$ cat src/rtl/rsqrtf_pkg.sv
// Shared types and constants for the rsqrtf stream adapter and its bench.
package rsqrtf_pkg;
    localparam int RSQRTF_LATENCY = 12;
    localparam int FP32_W = 32;
    localparam int RSQRTF_TAG_W = 8;

    typedef struct packed {
        logic [RSQRTF_TAG_W-1:0] tag;
        logic [FP32_W-1:0]       fp32;
    } rsqrtf_entry_t;
endpackage

$ cat src/rtl/rsqrtf_fifo.sv
// Synchronous show-ahead FIFO; head word is visible on dout whenever !empty.
module rsqrtf_fifo #(
    parameter int WIDTH = 8,
    parameter int DEPTH = 4,
    localparam int AW = $clog2(DEPTH),
    localparam int CW = $clog2(DEPTH + 1)
) (
    input  logic             clk,
    input  logic             rst,
    input  logic             push,
    input  logic [WIDTH-1:0] din,
    input  logic             pop,
    output logic [WIDTH-1:0] dout,
    output logic [CW-1:0]    occ,
    output logic             full,
    output logic             empty
);
    logic [WIDTH-1:0] mem [DEPTH];
    logic [AW:0]      wr_ptr, rd_ptr;
    logic             do_push, do_pop;

    // Extra pointer MSB distinguishes full from empty when the indices match.
    assign empty   = (wr_ptr == rd_ptr);
    assign full    = (wr_ptr[AW] != rd_ptr[AW]) && (wr_ptr[AW-1:0] == rd_ptr[AW-1:0]);
    assign occ     = CW'(wr_ptr - rd_ptr);
    assign do_push = push && !full;
    assign do_pop  = pop && !empty;
    assign dout    = mem[rd_ptr[AW-1:0]];

    always_ff @(posedge clk) begin
        if (rst) begin
            wr_ptr <= '0;
            rd_ptr <= '0;
        end else begin
            if (do_push) wr_ptr <= wr_ptr + 1'b1;
            if (do_pop)  rd_ptr <= rd_ptr + 1'b1;
        end
    end

    always_ff @(posedge clk) begin
        if (do_push) mem[wr_ptr[AW-1:0]] <= din;
    end
endmodule

$ cat src/rtl/rsqrtf_stream_adapter.sv
// Valid/ready front/back end for the rsqrtf core with credit-based issue so
// the non-backpressurable result strobe always has a buffer slot waiting.
module rsqrtf_stream_adapter
    import rsqrtf_pkg::*;
#(
    parameter int DEPTH = 4,
    parameter int TAG_W = 8,
    localparam int CW = $clog2(DEPTH + 1)
) (
    input  logic              clk,
    input  logic              rst,
    input  logic [31:0]       s_tdata,
    input  logic [TAG_W-1:0]  s_tuser,
    input  logic              s_tvalid,
    output logic              s_tready,
    output logic [31:0]       core_x,
    output logic              core_xvld,
    input  logic              core_xrdy,
    input  logic [31:0]       core_r,
    input  logic              core_rvld,
    output logic [31:0]       m_tdata,
    output logic [TAG_W-1:0]  m_tuser,
    output logic              m_tvalid,
    input  logic              m_tready,
    output logic [CW-1:0]     inflight,
    output logic              err
);
    typedef struct packed {
        logic [TAG_W-1:0]  tag;
        logic [FP32_W-1:0] fp32;
    } entry_t;

    entry_t           res_in, res_out;
    logic [CW-1:0]    res_occ;
    logic             res_full, res_empty;
    logic [TAG_W-1:0] tag_head;
    logic             tag_full, tag_empty;
    logic [CW:0]      used;
    logic             credit_ok, issue, take, res_pop;
    logic             unused_tag_full;

    // Tag FIFO occupancy is exactly the number of requests awaiting a result.
    rsqrtf_fifo #(.WIDTH(TAG_W), .DEPTH(DEPTH)) u_tag_fifo (
        .clk(clk), .rst(rst),
        .push(issue), .din(s_tuser),
        .pop(take), .dout(tag_head),
        .occ(inflight), .full(tag_full), .empty(tag_empty)
    );

    rsqrtf_fifo #(.WIDTH($bits(entry_t)), .DEPTH(DEPTH)) u_res_fifo (
        .clk(clk), .rst(rst),
        .push(take && !res_full), .din(res_in),
        .pop(res_pop), .dout(res_out),
        .occ(res_occ), .full(res_full), .empty(res_empty)
    );

    // Both terms are registered, so a pop only returns credit next cycle.
    assign used      = {1'b0, res_occ} + {1'b0, inflight};
    assign credit_ok = (used < (CW+1)'(DEPTH));
    assign s_tready  = core_xrdy && credit_ok && !rst;
    assign core_xvld = s_tvalid && credit_ok && !rst;
    assign core_x    = s_tdata;
    assign issue     = s_tvalid && s_tready;

    assign take        = core_rvld && !tag_empty;
    assign res_in.tag  = tag_head;
    assign res_in.fp32 = core_r;

    assign m_tvalid = !res_empty;
    assign m_tdata  = res_out.fp32;
    assign m_tuser  = res_out.tag;
    assign res_pop  = m_tvalid && m_tready;

    assign unused_tag_full = tag_full;

    always_ff @(posedge clk) begin
        if (rst)
            err <= 1'b0;
        else if (core_rvld && (tag_empty || res_full))
            err <= 1'b1;
    end
endmodule

$ cat config.mk
export PLATFORM = sky130hd
export DESIGN_NAME = rsqrtf_stream_adapter
export DESIGN_NICKNAME = d
export VERILOG_FILES = /design/src/rtl/rsqrtf_pkg.sv /design/src/rtl/rsqrtf_fifo.sv /design/src/rtl/rsqrtf_stream_adapter.sv
export SDC_FILE = /design/constraint.sdc
export NUM_CORES = 1
export LEC_CHECK = 0
export ABC_AREA = 0
export CORE_MARGIN = 1
export CORE_UTILIZATION = 47
export CTS_CLUSTER_DIAMETER = 30
export DETAILED_ROUTE_END_ITERATION = 8
export PLACE_DENSITY = 0.76
export SETUP_SLACK_MARGIN = 0.02
export SKIP_CTS_REPAIR_TIMING = 1
export SLEW_MARGIN = 0
export SYNTH_ARGS = -nofsm -noshare
export SYNTH_HDL_FRONTEND = slang
export SYNTH_SLANG_ARGS = --single-unit
$ cat constraint.sdc
create_clock -name clk -period 2.9 [get_ports clk]
set_input_delay 0.435 -clock clk [delete_from_list [all_inputs] [get_ports clk]]
set_output_delay 0.435 -clock clk [all_outputs]
set_load 0.05 [all_outputs]
==> PnR_summary.wiki <==
{| class="wikitable"
! Metric !! Value
|-
| Final core utilization || 62.9%
|-
| Pwr dens || between 900 and 1000 nW/um^2
|-
| Average instance area after synthesis || 20.8 um^2
|-
| Violation count after the first detailed-route iteration || about 220
|-
| Failing checks || negative setup slack
|-
| Worst slack after detailed placement || between 0.08 and 0.09 ns
|-
| CTS Buf Count || 36
|-
| Leading cell type by number of instances after synthesis || sky130_fd_sc_hd__edfxtp_1
|-
| Post-CTS clock slew at the launch and capture registers of the worst setup and hold paths || 0.05 ns
|-
| YS warnings || 0
|-
| Number of violations of the max-capacitance limit || 0
|-
| Type of the most critical hold path || reg -> reg
|-
| Cell type with the highest aggregate area in the netlist || sky130_fd_sc_hd__edfxtp_1
|-
| Type of element launching the critical path || flop
|-
| Area of the multi-input gates || between 1500 and 2000 um^2
|-
| Final count of pins violating max slew || 0
|-
| Endpoints failing hold || 0
|-
| Nets || 588
|-
| Total iterations of the first detailed-routing run || 4
|-
| Wire per inst || 19.6 um
|-
| Placer congestion estimate || about 0.8
|-
| Share of Yosys cell area claimed by the top area cell type || 70.7%
|-
| Gate count of the mapped netlist || 393
|-
| Fraction of final layout cells sized beyond drive strength 1 || between 20% and 30%
|-
| Clock latency at the later pin of the worst-skew pair || ~0.50 ns
|-
| Top Ports || 157
|-
| Final cycle utilization of the critical path || 112%
|-
| Total via count in the routed design || 3,853
|-
| Largest net degree at the start of global routing || just over 40
|-
| Final-report setup violation count || 2
|-
| Number of synthesized flops with an enable pin || 192
|-
| Combinational fraction of design power || about a quarter
|-
| Net count after synthesis || just under 500
|-
| Worst slew margin || 62.2%
|-
| Highest ir drop seen on vdd || roughly 0.55 mV
|-
| Number of buffers inserted by port buffering || between 90 and 100
|-
| Initial Util || 48.7%
|-
| Flops & latches, synth || 209
|-
| Row count || 47
|-
| Setup CP Type || reg -> out
|-
| Antenna violations before repair || 0
|-
| Fraction of registers with async set or reset after synthesis || 0%
|-
| Die height || ~130 um
|-
| Cells taking the most area after synthesis || sky130_fd_sc_hd__edfxtp_1 71%, sky130_fd_sc_hd__mux4_2 13%, sky130_fd_sc_hd__dfxtp_1 4.2%
|-
| Final HPWL DP || between 8 and 9 mm
|-
| Detail-routed via count per cell || between 5 and 6
|-
| Crit path time final || between 3 and 4 ns
|-
| Layout Skew || about 0.012 ns
|-
| Share of power burned in the clock network || a little under two fifths
|-
| Number of different library cells in the post-synthesis netlist || 31
|-
| GR Util All Layers || between 15 and 20%
|-
| Most instantiated flip-flop cell in the synthesis netlist || sky130_fd_sc_hd__edfxtp_1
|-
| H-tree levels || 2
|-
| Sequential group share of total power || between 30% and 40%
|-
| Sw Share || 29.3%
|-
| Leading post-synthesis cells by instance count || 192 x sky130_fd_sc_hd__edfxtp_1, 48 x sky130_fd_sc_hd__mux4_2, 32 x sky130_fd_sc_hd__buf_4, 17 x sky130_fd_sc_hd__dfxtp_1, 17 x sky130_fd_sc_hd__nor2_1
|-
| Switching power summed over all nets || 2.92 mW
|-
| Fillers || between 1,000 and 1,500
|-
| Cell at the root of the clock tree || sky130_fd_sc_hd__clkbuf_16
|-
| TritonCTS Sinks || 209
|-
| Highest net fanout along the worst path || 4
|-
| Internal || 7.05 mW
|-
| Inserted Diodes || 0
|-
| Sequential share of the synthesized area || approximately three quarters
|-
| Worst-margin pin slew || roughly 0.57 ns
|-
| Leakage power summed over all cells || 3.86 nW
|-
| Area growth syn-to-layout || 29.3%
|-
| Detail Route Antenna Nets || 0
|-
| CTS tree || built
|-
| Run status || finished, violations left
|-
| Worst EP arrival || 2.80 ns
|-
| Floorplan die area || ~18,000 um^2
|-
| Crit path capture type || output pin
|-
| Placeable core region || between 15,000 and 20,000 um^2
|-
| Global-route wire length before repair || approximately 23 mm
|-
| Sequential cell area || about 6100 um^2
|-
| Worst-case clock buffer depth || 3
|-
| Power Total || around 10 mW
|-
| Unrepaired setup endpoints after global routing || true
|-
| Maximum operating frequency || ~0.3 GHz
|-
| Syn Std Cell Area || slightly above 8000 um^2
|-
| Die W || about 130 um
|-
| Via count of the first global-routing pass || about 4,300
|-
| Final worst setup slack || -0.335 ns
|-
| Required time of the worst setup path || between 2 and 2.5 ns
|-
| Leftover overflow at the end of global routing || 0
|-
| Total length of routed wires || between 10 and 15 mm
|-
| Total DRC errors in the routed layout || 0
|}
worst max-delay path: stages (launching register included):
cell and delay, ns:
sky130_fd_sc_hd__dfxtp_2 0.32, sky130_fd_sc_hd__inv_2 0.08, sky130_fd_sc_hd__ha_4 0.13, sky130_fd_sc_hd__inv_2 0.03, sky130_fd_sc_hd__fa_1 0.59, sky130_fd_sc_hd__ha_4 0.21
sky130_fd_sc_hd__a2111o_1 0.47, sky130_fd_sc_hd__nor2_2 0.17, sky130_fd_sc_hd__and2_4 0.18, sky130_fd_sc_hd__buf_12 0.13
state kept, by name, summed over array words and instances (netlist names), named ones only:
register and cells:
err 1, u_res_fifo.mem 160, u_res_fifo.rd_ptr 3, u_res_fifo.wr_ptr 3
u_tag_fifo.mem 32, u_tag_fifo.rd_ptr 3, u_tag_fifo.wr_ptr 3
cell families (layout without fill, tap and decap cells):
group / count (synthesis) / count (layout) / synth area share, %
simple gates: 36 / 36 / 2.16
mux: 52 / 52 / 13.8
compound gates: 13 / 13 / 1.13
flops: 209 / 209 / 74.8
xor+xnor: 10 / 10 / 1.07
buf+inv: 55 / 180 / 4.08
fa+ha+maj: 18 / 18 / 2.94
path summary, 6_finish.rpt:
check / start / to / slack [ns] / cells after the start
max: u_res_fifo.wr_ptr[0] / core_xvld / -0.34 / 9
min: u_tag_fifo.wr_ptr[2] / u_tag_fifo.wr_ptr[2] / 0.51 / 2
max reg2reg: u_res_fifo.wr_ptr[0] / u_tag_fifo.mem[1][4] / 0.01 / 9
min reg2reg: u_tag_fifo.wr_ptr[2] / u_tag_fifo.wr_ptr[2] / 0.51 / 2
power groups by stage:
stage               sequential, mW  combinational [mW]  clock [mW]
floorplan                     3.77                1.76           0
global placement              3.77                2.42           0
detailed placement            3.80                2.44           0
CTS                           3.75                2.45        3.86
global route                  3.77                2.56        3.99
finish                        3.75                2.44        3.79
cell usage in the layout (no fill, tap or decap), types with 4 or more instances in the layout:
master,synthesis,final
sky130_fd_sc_hd__and2_2,0,4
sky130_fd_sc_hd__and2_4,0,5
sky130_fd_sc_hd__buf_12,0,7
sky130_fd_sc_hd__buf_4,32,11
sky130_fd_sc_hd__clkbuf_1,7,5
sky130_fd_sc_hd__clkbuf_16,0,38
sky130_fd_sc_hd__clkdlybuf4s50_1,0,48
sky130_fd_sc_hd__clkinv_1,0,7
sky130_fd_sc_hd__clkinv_2,0,5
sky130_fd_sc_hd__clkinv_4,0,4
sky130_fd_sc_hd__dfxtp_1,17,11
sky130_fd_sc_hd__dfxtp_2,0,6
sky130_fd_sc_hd__dlymetal6s2s_1,0,40
sky130_fd_sc_hd__edfxtp_1,192,192
sky130_fd_sc_hd__ha_1,16,14
sky130_fd_sc_hd__inv_1,10,7
sky130_fd_sc_hd__mux4_2,48,48
sky130_fd_sc_hd__nor2_1,17,16
sky130_fd_sc_hd__xor2_1,6,6
metal layers:
layer / vias up / wire length [um] / GRT usage (%)
met5: - / 0 / 0
met4: 0 / 420 / 8.33
met3: 52 / 1000 / 4.45
met2: 123 / 7330 / 28.7
met1: 1935 / 5720 / 19.8
li1: 1743 / - / -
area by class of cell:
class / count / share of cell area [%]
Sequential cell: 209 / 58.0
Inverter: 10 / 0.356
Timing Repair Buffer: 106 / 11.4
Clock buffer: 43 / 9.19
Clock inverter: 21 / 1.41
Multi-Input combinational cell: 129 / 17.1
Tap cell: 220 / 2.61
per-stage QoR:
stage | hold slack [ns] | instances | instance area (um^2) | TNS, ns
floorplan | 0.464 | 393 | 8200 | 0
global placement | 0.470 | 671 | 9270 | 0
detailed placement | 0.489 | 671 | 9270 | 0
CTS | 0.511 | 735 | 10400 | -1.67
global route | 0.555 | 738 | 10500 | -2.18
finish | 0.508 | 738 | 10500 | -0.669
No activity file was read; power rests on OpenSTA's default activity.
